## src/rtl/saat_uart_raporlayici_pkg.sv

```systemverilog
// Shared types and constants for the clock report transmitter: FSM states,
// ASCII codes, line lengths and small digit-to-ASCII helpers.
package saat_paket;

  typedef enum logic [1:0] {
    BOSTA   = 2'd0,
    GONDER  = 2'd1,
    BASLADI = 2'd2,
    BEKLE   = 2'd3
  } durum_t;

  localparam logic [7:0] ASCII_SIFIR     = 8'h30;
  localparam logic [7:0] ASCII_IKI_NOKTA = 8'h3A;
  localparam logic [7:0] ASCII_NOKTA     = 8'h2E;
  localparam logic [7:0] ASCII_BOSLUK    = 8'h20;
  localparam logic [7:0] ASCII_CR        = 8'h0D;
  localparam logic [7:0] ASCII_LF        = 8'h0A;

  localparam int SAAT_UZ_CRLF  = 10;
  localparam int SAAT_UZ_LF    = 9;
  localparam int TARIH_UZ_CRLF = 21;
  localparam int TARIH_UZ_LF   = 20;
  // "DD.MM.YYYY " precedes the time part when the date prefix is built in
  localparam int TARIH_OFSET   = 11;

  function automatic logic [7:0] onlar_ascii(input logic [5:0] v);
    return ASCII_SIFIR + 8'(v / 6'd10);
  endfunction

  function automatic logic [7:0] birler_ascii(input logic [5:0] v);
    return ASCII_SIFIR + 8'(v % 6'd10);
  endfunction

  function automatic logic [7:0] bcd_ascii(input logic [3:0] d);
    return ASCII_SIFIR + {4'd0, d};
  endfunction

endpackage

```

## src/rtl/saat_uart_raporlayici_ikili_bcd.sv

```systemverilog
// Combinational 12-bit binary to 4-digit BCD converter (double-dabble).
module ikili_bcd (
  input  logic [11:0] i_ikili,
  output logic [15:0] o_bcd
);

  logic [27:0] w_kaydir;

  always_comb begin
    w_kaydir = {16'd0, i_ikili};
    for (int i = 0; i < 12; i++) begin
      for (int d = 0; d < 4; d++) begin
        if (w_kaydir[12 + 4*d +: 4] >= 4'd5)
          w_kaydir[12 + 4*d +: 4] = w_kaydir[12 + 4*d +: 4] + 4'd3;
      end
      w_kaydir = w_kaydir << 1;
    end
  end

  assign o_bcd = w_kaydir[27:12];

endmodule

```

## src/rtl/saat_uart_raporlayici.sv

```systemverilog
// Freezes the time on request and streams it as an ASCII line to uart_tx.
// Define TARIH_RAPOR_EN to prefix the line with "DD.MM.YYYY ".
module saat_uart_raporlayici
  import saat_paket::*;
#(
  parameter bit SATIR_SONU_CRLF = 1'b1
) (
  input  logic        CLK,
  input  logic        reset,
  input  logic        istek,
  input  logic [4:0]  saat,
  input  logic [5:0]  dakika,
  input  logic [5:0]  saniye,
  input  logic [4:0]  gun,
  input  logic [3:0]  ay,
  input  logic [11:0] yil,
  input  logic        uart_tx_busy,
  output logic        uart_tx_en,
  output logic [7:0]  uart_tx_data,
  output logic        mesgul,
  output logic        bitti,
  output logic [1:0]  durum
);

`ifdef TARIH_RAPOR_EN
  localparam int MESAJ_UZ = SATIR_SONU_CRLF ? TARIH_UZ_CRLF : TARIH_UZ_LF;
`else
  localparam int MESAJ_UZ = SATIR_SONU_CRLF ? SAAT_UZ_CRLF : SAAT_UZ_LF;
`endif
  localparam logic [4:0] SON_INDEKS = 5'(MESAJ_UZ - 1);

  // Handshake with uart_tx: a byte is offered by a single-cycle uart_tx_en only
  // while uart_tx_busy is low; the byte counts as accepted once busy has risen
  // and is complete once busy falls again. uart_tx_data holds until the next strobe.
  durum_t      r_durum, w_durum_sonraki;
  logic [4:0]  r_indeks, w_indeks_sonraki, w_zaman_idx;
  logic [4:0]  r_saat;
  logic [5:0]  r_dakika, r_saniye;
  logic        w_en_sonraki, w_mesgul_sonraki, w_bitti_sonraki, w_son_bayt, w_yakala;
  logic [7:0]  w_veri_sonraki, w_zaman_kar, w_karakter;

  assign w_son_bayt = (r_indeks == SON_INDEKS);
  assign w_yakala   = (r_durum == BOSTA) && istek;
  assign durum      = r_durum;

  always_comb begin
    w_zaman_kar = ASCII_LF;
    case (w_zaman_idx)
      5'd0:    w_zaman_kar = onlar_ascii({1'b0, r_saat});
      5'd1:    w_zaman_kar = birler_ascii({1'b0, r_saat});
      5'd2:    w_zaman_kar = ASCII_IKI_NOKTA;
      5'd3:    w_zaman_kar = onlar_ascii(r_dakika);
      5'd4:    w_zaman_kar = birler_ascii(r_dakika);
      5'd5:    w_zaman_kar = ASCII_IKI_NOKTA;
      5'd6:    w_zaman_kar = onlar_ascii(r_saniye);
      5'd7:    w_zaman_kar = birler_ascii(r_saniye);
      5'd8:    w_zaman_kar = SATIR_SONU_CRLF ? ASCII_CR : ASCII_LF;
      default: w_zaman_kar = ASCII_LF;
    endcase
  end

`ifdef TARIH_RAPOR_EN
  logic [4:0]  r_gun;
  logic [3:0]  r_ay;
  logic [11:0] r_yil;
  logic [15:0] w_yil_bcd;

  ikili_bcd u_yil_bcd (
    .i_ikili (r_yil),
    .o_bcd   (w_yil_bcd)
  );

  assign w_zaman_idx = r_indeks - 5'(TARIH_OFSET);

  always_comb begin
    w_karakter = w_zaman_kar;
    if (r_indeks < 5'(TARIH_OFSET)) begin
      case (r_indeks)
        5'd0:    w_karakter = onlar_ascii({1'b0, r_gun});
        5'd1:    w_karakter = birler_ascii({1'b0, r_gun});
        5'd2:    w_karakter = ASCII_NOKTA;
        5'd3:    w_karakter = onlar_ascii({2'b00, r_ay});
        5'd4:    w_karakter = birler_ascii({2'b00, r_ay});
        5'd5:    w_karakter = ASCII_NOKTA;
        5'd6:    w_karakter = bcd_ascii(w_yil_bcd[15:12]);
        5'd7:    w_karakter = bcd_ascii(w_yil_bcd[11:8]);
        5'd8:    w_karakter = bcd_ascii(w_yil_bcd[7:4]);
        5'd9:    w_karakter = bcd_ascii(w_yil_bcd[3:0]);
        default: w_karakter = ASCII_BOSLUK;
      endcase
    end
  end
`else
  logic w_unused_tarih;
  assign w_unused_tarih = ^{gun, ay, yil};
  assign w_zaman_idx    = r_indeks;
  assign w_karakter     = w_zaman_kar;
`endif

  always_ff @(posedge CLK) begin
    if (reset) begin
      r_durum      <= BOSTA;
      r_indeks     <= '0;
      uart_tx_en   <= 1'b0;
      uart_tx_data <= 8'h00;
      mesgul       <= 1'b0;
      bitti        <= 1'b0;
      r_saat       <= '0;
      r_dakika     <= '0;
      r_saniye     <= '0;
`ifdef TARIH_RAPOR_EN
      r_gun        <= '0;
      r_ay         <= '0;
      r_yil        <= '0;
`endif
    end else begin
      r_durum      <= w_durum_sonraki;
      r_indeks     <= w_indeks_sonraki;
      uart_tx_en   <= w_en_sonraki;
      uart_tx_data <= w_veri_sonraki;
      mesgul       <= w_mesgul_sonraki;
      bitti        <= w_bitti_sonraki;
      if (w_yakala) begin
        r_saat   <= saat;
        r_dakika <= dakika;
        r_saniye <= saniye;
`ifdef TARIH_RAPOR_EN
        r_gun    <= gun;
        r_ay     <= ay;
        r_yil    <= yil;
`endif
      end
    end
  end

  always_comb begin
    w_durum_sonraki = r_durum;
    case (r_durum)
      BOSTA:   if (istek)         w_durum_sonraki = GONDER;
      GONDER:  if (!uart_tx_busy) w_durum_sonraki = BASLADI;
      BASLADI: if (uart_tx_busy)  w_durum_sonraki = BEKLE;
      BEKLE:   if (!uart_tx_busy) w_durum_sonraki = w_son_bayt ? BOSTA : GONDER;
      default:                    w_durum_sonraki = BOSTA;
    endcase
  end

  always_comb begin
    w_en_sonraki     = 1'b0;
    w_veri_sonraki   = uart_tx_data;
    w_mesgul_sonraki = mesgul;
    w_bitti_sonraki  = 1'b0;
    w_indeks_sonraki = r_indeks;
    case (r_durum)
      BOSTA: begin
        if (istek) begin
          w_mesgul_sonraki = 1'b1;
          w_indeks_sonraki = '0;
        end
      end
      GONDER: begin
        if (!uart_tx_busy) begin
          w_en_sonraki   = 1'b1;
          w_veri_sonraki = w_karakter;
        end
      end
      BEKLE: begin
        if (!uart_tx_busy) begin
          if (w_son_bayt) begin
            w_bitti_sonraki  = 1'b1;
            w_mesgul_sonraki = 1'b0;
          end else begin
            w_indeks_sonraki = r_indeks + 5'd1;
          end
        end
      end
      default: ;
    endcase
  end

endmodule
```

## config.mk

```make
export PLATFORM = sky130hd
export DESIGN_NAME = saat_uart_raporlayici
export DESIGN_NICKNAME = d
export VERILOG_FILES = /design/src/rtl/saat_uart_raporlayici_pkg.sv /design/src/rtl/saat_uart_raporlayici_ikili_bcd.sv /design/src/rtl/saat_uart_raporlayici.sv
export SDC_FILE = /design/constraint.sdc
export NUM_CORES = 1
export LEC_CHECK = 0
export ABC_CLOCK_PERIOD_IN_PS = 3100
export BUFFER_PORTS_ARGS = -buffer_cell sky130_fd_sc_hd__buf_2
export CORE_UTILIZATION = 54
export CTS_CLUSTER_DIAMETER = 150
export DETAILED_ROUTE_END_ITERATION = 12
export PLACE_DENSITY = 0.82
export SETUP_SLACK_MARGIN = 0.2
export SYNTH_ARGS = -nofsm -noshare
export SYNTH_HDL_FRONTEND = slang
export SYNTH_HIERARCHICAL = 1
export SYNTH_SLANG_ARGS = --single-unit
```

## constraint.sdc

```tcl
create_clock -name CLK -period 3.1 [get_ports CLK]
set_clock_uncertainty 0.15 [all_clocks]
set_input_delay 0.62 -clock CLK [delete_from_list [all_inputs] [get_ports CLK]]
set_output_delay 0.62 -clock CLK [all_outputs]
set_load 0.02 [all_outputs]
```

; ---- Yosys cells after proc, flatten, opt, wreduce, memory -nomap -nowiden
; Index checks and enable logic that the tools add are counted.
; W data, S select, Z words.
[word_totals]
inputBits = 42
ram_bits = 0
memories = 0
elab_cells = 71
latchBits = 0
out_inout_bits = 13
rom_bits = 0
register_bits = 35
[op_classes]
multipliers = 0
n_bitwise = 3
order_cmp = 0
div_mod_pow = 6
shift = 0
mux = 17
n_addsub = 7
eq_ne = 18
reduce_logical = 11
[op_table]
columns = op, count
row1 = $pmux W8 S8, 1
row2 = $add A6 B8 Y8 const A, 6
row3 = $eq A5 B3 Y1 const B, 4
row4 = $div A6 B4 Y8 const B, 2
row5 = $mod A6 B4 Y8 const B, 2
row6 = $mux W5, 3
row7 = $ne A2 B2 Y1 const B, 6
row8 = $reduce_and A4 Y1, 3
row9 = $eq A5 B2 Y1 const B, 2
row10 = $eq A5 B4 Y1 const B, 2
row11 = $pmux W5 S2, 1
row12 = $div A5 B4 Y8 const B, 1
row13 = $mod A5 B4 Y8 const B, 1
row14 = $mux W2, 4
row15 = $pmux W2 S4, 1
row16 = $mux W1, 6
row17 = $add A5 B1 Y5 const B, 1
row18 = $eq A5 B1 Y1 const B, 1
row19 = $logic_not A5 Y1, 1
row20 = $eq A2 B2 Y1 const B, 2
row21 = $reduce_or A2 Y1, 2
row22 = $not A1 Y1, 3
row23 = $reduce_or A3 Y1, 1
row24 = $eq A2 B1 Y1 const B, 1
row25 = 5 further kinds, 5

; ---- Logic depth before layout (Yosys ltp)
[depth]
word_depth = 4
depth_mapped = 13
ltp_nobuf = 11

; ---- Least setup slack after synthesis
; No wires, ideal clock.
[synth_path]
kind = register -> register
startpoint = register r_dakika[5]
endpoint = register uart_tx_data[5]
synth_period_minus_slack_ns = 2.772
n_path_buf = 1
t_required_ns = 2.828
setup_time_ns = 0.122
path_stages_with_launch = 10
arrival_ns = 2.500
setup_slack_ns = 0.328
path_cell_list = dfxtp_1 -> clkbuf_1 -> nand2b_1 -> o32ai_1 -> nor2_1 -> ha_1 -> o31a_1 -> or4_1 -> o311a_1 -> a221o_1
[synth_via]
elab_chain_cells = 3
elab_cells_between_ends = 5
cone_classes = add/sub: 2 / div: 2 / mux: 1
[synth_rtl]
columns = element, line_no
row1 = "start, declared", saat_uart_raporlayici.sv:38  ; logic [5:0] r_dakika, r_saniye;
row2 = "start signal, assigned", saat_uart_raporlayici.sv:125  ; r_dakika <= dakika;
row3 = $mod A6 B4 Y8 / $div A6 B4 Y8 (equally long branches), "saat_uart_raporlayici_pkg.sv:31, saat_uart_raporlayici_pkg.sv:27"
row4 = $add A6 B8 Y8 (on tied branches), "saat_uart_raporlayici_pkg.sv:31, saat_uart_raporlayici_pkg.sv:27"
row5 = $pmux W8 S8 *, saat_uart_raporlayici.sv:48  ; case (w_zaman_idx)
row6 = "end signal, assigned", saat_uart_raporlayici.sv:120  ; uart_tx_data <= w_veri_sonraki;
row7 = "end, declared", saat_uart_raporlayici.sv:19  ; output logic [7:0] uart_tx_data,
; Every way passes the cells marked *; elsewhere a longest branch is shown, timed or not.
; A chain may end at the register's enable or synchronous reset.

; ---- Worst setup path after layout
[layout_path]
startpoint = register r_dakika[2]
endpoint = register uart_tx_data[5]
; Same word-level chain as after synthesis.

==> results.json <==
{
  "status": "finished, final reports clean",
  "synthArstFlopShare": 0,
  "layout.cells.non_filler": 410,
  "vias": 2443,
  "ys_seq_area_frac": 0.2859,
  "leakagePower_nw": 1.090,
  "synth_top_family_by_area": "simple AND/OR/NAND/NOR gates",
  "wirelength_mm": 5.719,
  "reg2reg_from": "r_dakika[2]",
  "grt_pass1_vias": 2105,
  "p_comb_frac": 0.383,
  "synth_top_area_cell": "dfxtp_1",
  "max_cap_violations": 0,
  "p_total_mw": 1.669,
  "drive_gt1_frac": 0.1397,
  "synth_top_area_frac": 0.2859,
  "slew_headroom": 0.5403,
  "dpl_cell_area_um2": 2639,
  "power_switching_share": 0.3843,
  "first_iter_violations": 187,
  "cts_setup_buffers": 0,
  "diodes": 0,
  "synth_compound_gate_area_share": 0.2568,
  "cts_tree": "done",
  "core_um2": 4354,
  "synth-main-ff-cell": "dfxtp_1",
  "dp_cells": 402,
  "seqPwrFrac": 0.364,
  "die_area_um2": 4812,
  "fin_util": 0.6353,
  "rrSetupSlack_ps": 280,
  "layout_min_cycle_time_ps": 2823,
  "design_area_um2": 2766,
  "syn_nets": 388,
  "synth_top_cells_by_area": "dfxtp_1 (29%), nand2_1 (7.8%), ha_1 (7.1%)",
  "synth_edf_count": 0,
  "synth_adder_area_share": 0.07147,
  "clock_latency_ps": 290,
  "switchingPower_uw": 641.4,
  "drc_errors": 0,
  "wl_per_cell_um": 13.95,
  "reg2reg_depth": 8,
  "initial_utilization": 0.5629,
  "fmax_mhz": 354.2,
  "cts_root_buf": "clkbuf_8",
  "ios": 55,
  "synthMuxAreaShare": 0.02042,
  "ys_types": 55,
  "cts.sinks": 35,
  "power_density_nw_per_um2": 603.3,
  "ys_ff_latch": 35,
  "post-dp-hpwl_mm": 4.278,
  "antenna_found_initial": 0,
  "synth_cells": 332,
  "startpoint": "r_dakika[2]",
  "synth_area_per_cell_um2": 7.383,
  "cp_data_required_time_ps": 3130,
  "pre_cts_ws_ps": 178.9,
  "r2r_end": "uart_tx_data[5]",
  "synth-simple-area-share": 0.2910,
  "rsz0062_at_grt": "no",
  "timing.final.crit_share": 0.9107,
  "die_w_um": 69.37,
  "layout.nets": 413,
  "cp.arrival_ps": 2850,
  "endpoint": "uart_tx_data[5]",
  "grt_max_degree": 20,
  "yosysWarningCount": 6,
  "end_kind": "flop",
  "path_clk_slew_ps": 70,
  "cts_buffers": 5,
  "min_path_type": "flop to flop",
  "grt-ovfl-total": 0,
  "cts_max_level": 2,
  "grt_first_pass_wirelength_mm": 9.549,
  "report.final.slew_viol_count": 0,
  "routabilityCongestion": 0.9044,
  "synth_xor_area_frac": 0.02501,
  "finalSetupViolCount": 0,
  "cts_buffer_depth": 2,
  "hold_viol_final": 0,
  "drt-pass1-iter-count": 5,
  "crit_path_max_fanout": 8,
  "whs_ps": 305.0,
  "rows": 24,
  "area_growth_pct": 12.86,
  "path_class": "flop to flop",
  "vias_per_cell": 5.959,
  "grt_util_all_layers": 0.2424,
  "startpoint_type": "flop",
  "timing_worst_slew_pin_value_ps": 689.6,
  "pwr-share-clk": 0.254,
  "internal_power_mw": 1.028,
  "die_h_um": 69.37,
  "syn_area_um2": 2451,
  "peakVddDrop_mv": 0.3095,
  "fin_ws_ps": 276.7,
  "port_buffers": 33,
  "finalSetupTns_ps": 0,
  "ant_nets": 0
}
## worst max-delay path, stage by stage (launching register included)
cell     delay [ps]
dfxtp_1         400
and2b_1         220
o32ai_2         290
nor2_1          120
ha_1            190
o31a_1          290
or4_1           540
o311a_1         170
a221o_1         340
## cell usage after synthesis (6+ instances only)
master / instances
dfxtp_1: 35
nor2b_1: 6
clkbuf_1: 15
inv_1: 13
a21oi_1: 34
o21ai_0: 14
ha_1: 14
nand3b_1: 7
nor3_1: 7
nand2b_1: 18
nor2_1: 33
nand2_1: 51
## placed cells by master, fill, tap and decap left out, drive strengths merged, types with 3 or more instances in the layout
cell	instances
ha	14
nand2b	18
nor3b	3
inv	13
xor2	5
o22ai	4
nand2	51
nor2b	7
o31ai	3
nor2	33
o32ai	4
nor4b	3
dfxtp	35
buf	37
a211oi	4
clkbuf	6
nand3b	7
mux2i	5
nor3	7
a21oi	34
nand3	3
a221oi	4
o21ai	14
## final cells by class
class	instances	area, µm²
fill	380	1588
multi-input combinational	265	1637
timing repair buffer	37	195.2
sequential	35	703.2
inverter	13	48.80
clock inverter	2	35.03
clock buffer	6	82.58
tap	52	65.06
## registers in the layout, indices dropped and copies added (netlist names)
register      count
uart_tx_data      8
r_dakika          6
r_saniye          6
r_indeks          5
r_saat            5
durum             2
bitti             1
mesgul            1
uart_tx_en        1
## power by group through the flow
stage          sequential [mW]  combinational (mW)  clock, mW
2_1_floorplan            0.602               0.485          0
3_3_place_gp             0.610               0.608          0
3_5_place_dp             0.614               0.630          0
4_1_cts                  0.604               0.633      0.430
5_1_grt                  0.620               0.714      0.456
6_report                 0.607               0.639      0.423
## worst min path at each step
stage	to	cells after the start	startpoint	slack [ps]
after floorplan	r_saat[0]	2	r_saat[0]	290
after global placement	uart_tx_data[7]	2	uart_tx_data[7]	290
after detailed placement	uart_tx_data[6]	2	uart_tx_data[6]	300
after CTS	uart_tx_data[6]	2	uart_tx_data[6]	310
after global routing	r_saat[0]	2	r_saat[0]	350
final	uart_tx_data[6]	2	uart_tx_data[6]	310
## logic make-up after synthesis
family	after synthesis
adders and majority gates	14
buffers and inverters	32
muxes	5
AOI/OAI and AO/OA	96
xor gates and xnor gates	7
and+or+nand+nor	143
DFF	35
## layer usage
| metal | share of wire | wire, µm | GRT usage | up-vias |
|---|---|---|---|---|
| met1 | 0.44 | 2513 | 0.3097 | 1137 |
| met2 | 0.48 | 2763 | 0.3959 | 63 |
| met4 | 0.019 | 111 | 0.09297 | 0 |
| met5 | 0 | 0 | 0 | - |
| li1 | - | - | - | 1233 |
| met3 | 0.058 | 330 | 0.05523 | 10 |
## what timing repair did
action,CTS,global route
hold endpoints to repair,0,0
setup endpoints to repair,1,1
hold buffers,0,0
gates resized for setup,1,2
(Power assumes the default switching activity.)
